==> config.mk <==
export PLATFORM = sky130hd
export DESIGN_NAME = mdu_iter
export DESIGN_NICKNAME = d
export VERILOG_FILES = /design/src/rtl/mdu_iter.sv
export SDC_FILE = /design/constraint.sdc
export NUM_CORES = 1
export LEC_CHECK = 0
export CORE_MARGIN = 2
export CORE_UTILIZATION = 37
export DETAILED_ROUTE_END_ITERATION = 7
export GPL_ROUTABILITY_DRIVEN = 1
export PLACE_DENSITY = 0.58
export SKIP_CTS_REPAIR_TIMING = 1
export SLEW_MARGIN = 25
export SYNTH_ARGS = -nofsm -noshare
export SYNTH_HDL_FRONTEND = slang
export SYNTH_SLANG_ARGS = --single-unit
==> constraint.sdc <==
create_clock -name s_clk_i -period 4.95 [get_ports s_clk_i]
set_clock_uncertainty 0.15 [all_clocks]
set_input_delay 0.495 -clock s_clk_i [delete_from_list [all_inputs] [get_ports s_clk_i]]
set_output_delay 0.495 -clock s_clk_i [all_outputs]
set_load 0.03 [all_outputs]
==> src/rtl/mdu_iter.sv <==
// mdu_iter: iterative RV32M multiply/divide unit with start/busy/done handshake.
// Define MDU_FAST_MUL_EN to compute multiplies with a combinational multiplier.
module mdu_iter #(
  parameter int W = 32,
  localparam int CW = $clog2(W) + 1
) (
  input  logic         s_clk_i,
  input  logic         s_reset_i,
  input  logic         s_flush_i,
  input  logic         s_start_i,
  input  logic [2:0]   s_funct_i,
  input  logic [W-1:0] s_op1_i,
  input  logic [W-1:0] s_op2_i,
  output logic         s_busy_o,
  output logic         s_done_o,
  output logic [W-1:0] s_result_o
);

  typedef enum logic [1:0] {IDLE, CALC, FIN} state_t;

  state_t        r_state, w_next;
  logic [CW-1:0] r_cnt;
  logic [2:0]    r_funct;
  logic          r_neg, r_spec, r_done;
  logic [W-1:0]  r_b, r_spec_val, r_result;
  logic [2*W:0]  r_acc;

  logic         w_accept, w_sg1, w_sg2, w_s1, w_s2, w_neg;
  logic         w_div0, w_ovf, w_mz, w_spec, w_fast, w_qb;
  logic [W-1:0] w_abs1, w_abs2, w_spec_val;
  logic [W-1:0] w_dv, w_dv_s, w_res;
  logic [W:0]   w_sum, w_rsh;
  logic [W+1:0] w_diff;
  logic [2*W:0] w_mstep, w_dstep;
  logic [2*W-1:0] w_prod, w_prod_s;

  assign w_accept = (r_state == IDLE) & s_start_i & ~s_flush_i;

  assign w_sg1 = s_funct_i inside {3'd1, 3'd2, 3'd4, 3'd6};
  assign w_sg2 = s_funct_i inside {3'd1, 3'd4, 3'd6};
  assign w_s1 = w_sg1 & s_op1_i[W-1];
  assign w_s2 = w_sg2 & s_op2_i[W-1];
  assign w_abs1 = w_s1 ? -s_op1_i : s_op1_i;
  assign w_abs2 = w_s2 ? -s_op2_i : s_op2_i;
  // remainder takes the dividend's sign, everything else the xor
  assign w_neg = (s_funct_i == 3'd6) ? w_s1 : (w_s1 ^ w_s2);

  assign w_div0 = s_funct_i[2] & (s_op2_i == '0);
  assign w_ovf = w_sg2 & s_funct_i[2]
               & (s_op1_i == {1'b1, {(W-1){1'b0}}})
               & (&s_op2_i);
  assign w_mz = ~s_funct_i[2]
              & ((s_op1_i == '0) | (s_op2_i == '0));
  assign w_spec = w_div0 | w_ovf | w_mz;

  always_comb begin
    w_spec_val = '0;
    if (w_div0)
      w_spec_val = s_funct_i[1] ? s_op1_i : '1;
    else if (w_ovf)
      w_spec_val = s_funct_i[1] ? '0 : s_op1_i;
  end

`ifdef MDU_FAST_MUL_EN
  logic signed [2*W+1:0] w_fp;
  assign w_fast = ~s_funct_i[2];
  assign w_fp = $signed({1'b0, r_acc[W-1:0]})
              * $signed({1'b0, r_b});
  assign w_prod = w_fp[2*W-1:0];
`else
  assign w_fast = 1'b0;
  assign w_prod = r_acc[2*W-1:0];
`endif

  assign w_sum = r_acc[2*W:W]
               + (r_acc[0] ? {1'b0, r_b} : '0);
  assign w_mstep = {1'b0, w_sum, r_acc[W-1:1]};

  assign w_rsh = r_acc[2*W-1:W-1];
  assign w_diff = {1'b0, w_rsh} - {2'b0, r_b};
  assign w_qb = ~w_diff[W+1];
  assign w_dstep = {w_qb ? w_diff[W:0] : w_rsh,
                    r_acc[W-2:0], w_qb};

  assign w_prod_s = r_neg ? -w_prod : w_prod;
  assign w_dv = r_funct[1] ? r_acc[2*W-1:W] : r_acc[W-1:0];
  assign w_dv_s = r_neg ? -w_dv : w_dv;

  always_comb begin
    w_res = w_dv_s;
    if (r_spec)
      w_res = r_spec_val;
    else if (!r_funct[2])
      w_res = (r_funct[1:0] == 2'd0) ? w_prod_s[W-1:0]
                                     : w_prod_s[2*W-1:W];
  end

  always_comb begin
    w_next = r_state;
    unique case (r_state)
      IDLE: if (w_accept)
              w_next = (w_spec | w_fast) ? FIN : CALC;
      CALC: if (r_cnt == CW'(1)) w_next = FIN;
      FIN: w_next = IDLE;
      default: w_next = IDLE;
    endcase
    if (s_flush_i) w_next = IDLE;
  end

  always_ff @(posedge s_clk_i or posedge s_reset_i) begin
    if (s_reset_i) r_state <= IDLE;
    else r_state <= w_next;
  end

  always_ff @(posedge s_clk_i or posedge s_reset_i) begin
    if (s_reset_i) begin
      r_cnt <= '0;
      r_funct <= '0;
      r_neg <= 1'b0;
      r_spec <= 1'b0;
      r_b <= '0;
      r_spec_val <= '0;
      r_acc <= '0;
      r_result <= '0;
      r_done <= 1'b0;
    end else begin
      r_done <= 1'b0;
      if (s_flush_i) begin
        r_cnt <= '0;
      end else begin
        case (r_state)
          IDLE: if (s_start_i) begin
            r_cnt <= CW'(W);
            r_funct <= s_funct_i;
            r_neg <= w_neg;
            r_spec <= w_spec;
            r_spec_val <= w_spec_val;
            r_b <= w_abs2;
            r_acc <= {{(W+1){1'b0}}, w_abs1};
          end
          CALC: begin
            r_acc <= r_funct[2] ? w_dstep : w_mstep;
            r_cnt <= r_cnt - CW'(1);
          end
          FIN: begin
            r_result <= w_res;
            r_done <= 1'b1;
          end
          default: ;
        endcase
      end
    end
  end

  assign s_busy_o = (r_state != IDLE);
  assign s_done_o = r_done;
  assign s_result_o = r_result;

endmodule
==> results of run 1 <==
==> flip-flops by register name (all words and copies together), names as in the netlist <==
| register | count |
|---|---|
| r_acc | 65 |
| r_neg | 1 |
| r_spec | 1 |
| r_b | 32 |
| r_state | 2 |
| s_done_o | 1 |
| r_cnt | 6 |
| r_spec_val | 32 |
| s_result_o | 32 |
| r_funct | 3 |
==> metrics by stage <==
stage	hold WS (ns)	instance area [um^2]	total power, mW
2_1_floorplan	0.300	16400	6.65
3_3_place_gp	0.314	18000	8.43
3_5_place_dp	0.324	18000	8.48
4_1_cts	0.340	18600	9.95
5_1_grt	0.366	18600	10.7
6_report	0.333	18600	10.0
==> cell families (layout without fill, tap and decap cells) <==
kind of cell,count (synthesis),after routing,synth area share [%]
xor+xnor,198,198,10.6
fa+ha+maj,73,73,5.66
simple gates,791,791,22.5
buf+inv,237,257,5.60
compound gates,635,635,23.6
flops,175,175,26.7
mux,87,87,5.37
==> synthesized netlist by cell type, types with 6 or more instances <==
library cell  count
o41ai_1          11
nor3_1           84
or2_2            16
o21bai_1         10
a221oi_1         13
or3_1            38
nor4_1           17
nand2_1         259
a22oi_1          15
ha_1             71
and2_1            6
nand2b_1         12
nand4_1          21
inv_1            70
nor2b_1          16
nor2_1          228
nand3_1          32
a21oi_1         139
a31oi_1          20
and3_1           11
clkbuf_1        144
or4_1            19
dfrtp_1         175
a211oi_1         19
o21ai_0         252
a21o_1           25
o221ai_1         11
o31ai_1          44
xor2_1           91
buf_2             8
mux2_2            8
buf_1             9
o211ai_1         15
mux2i_1          79
xnor2_1         107
o22ai_1          10
==> critical path, stage by stage (launching register included) <==
cell	delay, ns
dfrtp_1	0.46
clkinv_1	0.27
ha_1	0.28
or4b_1	0.53
or3_1	0.51
or4_4	0.56
or3_4	0.43
o41ai_4	0.32
xor2_1	0.20
nand2_1	0.08
a21oi_1	0.21
o31ai_1	0.09
==> routing by layer <==
metal	global-route usage [%]	up-vias	share of wire, %
met1	34.1	7888	45
met4	9.28	0	3.0
met3	3.36	90	5.9
li1	-	7843	-
met2	40.2	593	46
met5	0	-	0
==> how the worst max path moves through the flow <==
stage	end	slack, ns	cells after the start
after global routing	r_acc[62]	0.43	14
after global placement	r_state[0]	0.73	10
final	s_result_o[30]	0.74	11
after CTS	s_result_o[30]	0.81	11
after floorplan	s_result_o[30]	0.37	16
after detailed placement	r_state[0]	0.69	10
==> power breakdown <==
| group | switching, mW | total [mW] | internal (mW) |
|---|---|---|---|
| clock | 0.671 | 1.43 | 0.754 |
| combinational | 3.58 | 5.94 | 2.36 |
| sequential | 0.768 | 2.64 | 1.88 |
==> area by class of cell <==
cell class                 count  share of cell area, %
multi-input combinational   1784                   59.9
clock inverter                13                  0.828
tap                          592                   3.98
timing repair buffer         154                   7.89
sequential                   175                   23.6
clock buffer                  18                   2.31
inverter                      72                   1.47
==> impl_metrics.ini, run 1 <==
[critical_path]
critPathRequiredTime_ns = 5.16
r2r-start = r_acc[0]
cp-end-kind = flip-flop
crit_arrival_ns = 4.42
rrSetupSlack_ns = 0.74
crit_path_start_kind = flip-flop
crit_type = flip-flop to flip-flop
r2r_end = s_result_o[30]
reg2regPathDepth = 11
worstSetupStartpoint = r_acc[0]
crit_fanout = 13

[layout]
final_core_util_pct = 42.2
nets = 2348
area_growth_syn_to_layout_pct = 13.3
final_common_cell = nand2_1
fillers = 4519
regArea_um2 = 4390
drive_above_1_share_pct = 5.78
antennaDiodeCount = 0
layout.cells.non_filler = 2808
multi_input_area_um2 = 11100
final_cell_mix = 259 x nand2_1, 251 x o21ai_0, 227 x nor2_1, 172 x dfrtp_1, 139 x a21oi_1

[clock_network]
ctsRootBufferMaster = clkbuf_16
cts_tree = yes
htreeDepth = 4
cts_buffers = 17
cts_sinks = 175
clk_pin_slew_ns = 0.08
clk_latency_ns = 0.48
clock_path_buffers = 2

[pwr]
cellPowerDensity_nw_per_um2 = 538
p_leak_nw = 7.56
ir_drop_v = 0.000327

[run_status]
status = finished clean

[detailed_routing]
drc = 0
first_pass_iters = 5
totalWireLength_um = 57700
drt_iter0_drc = 1465
wl_per_cell_um = 20.5
vias_per_cell = 5.85
via_count = 16400
drt.antenna.violating_nets = 0

[timing]
fmax_mhz = 237
rsz0062_at_grt = no
tightest_slew_ns = 1.09
drv_slew = 0
final_hold_viol_count = 0
fin_crit_sh_pct = 85.1
slew_headroom_pct = 27.1
finalWorstSetupSlack_ns = 0.738
tns_ns = 0
post-route-min-period_ns = 4.21
setup_viol = 0

[place]
place.gp.congestion = 0.920
place_hpwl_um = 43000
place_ws_ns = 0.691
placedCellCount = 2776
portBuffers = 104

[synth]
synthesis.nets = 2340
ys.warnings.count = 0
yosys.area.top_type_share_pct = 26.7
synth_edf_count = 0
synth_cell_type_count = 78
yosysTopAreaCell = dfrtp_1
ys_ff_latch = 175
ys.flop_type = dfrtp_1
netlist_top_cells_area = dfrtp_1 27%, o21ai_0 7.7%, nand2_1 5.9%
synth-seq-area-share_pct = 26.7
synthArstFlopShare_pct = 100
avgSynthCellArea_um2 = 7.47
synth_cells = 2196
syn_area_um2 = 16400

[global_routing]
grt_overflow = 0
antenna_found_initial = 1
track_usage_pct = 25.0
grt_pass1_wl_um = 90900
grt_pass1_vias = 15700
grt_max_degree = 85

[min_path]
hold_path_startpoint = r_b[28]
whs_path_depth = 2
hp-class = flip-flop to flip-flop
hold-path-endpoint = r_b[28]

[floorplanning]
num_io_pins = 105
initial_core_util_pct = 37.3
die_y_um = 215
die_x_um = 215
die-area_um2 = 46100
row_count = 77
core_area_um2 = 44000

[job]
drv_cap = 0
Note: power is estimated with default switching activity, not from simulation.
==> run 2: changes to the inputs <==
--- a/config.mk
+++ b/config.mk
@@ -5,6 +5,7 @@
 export SDC_FILE = /design/constraint.sdc
 export NUM_CORES = 1
 export LEC_CHECK = 0
+export CAP_MARGIN = 20
 export CORE_MARGIN = 2
 export CORE_UTILIZATION = 37
 export DETAILED_ROUTE_END_ITERATION = 7
==> results of run 2 <==
No change in the layout: final DEF, timing and power equal those of run 1.
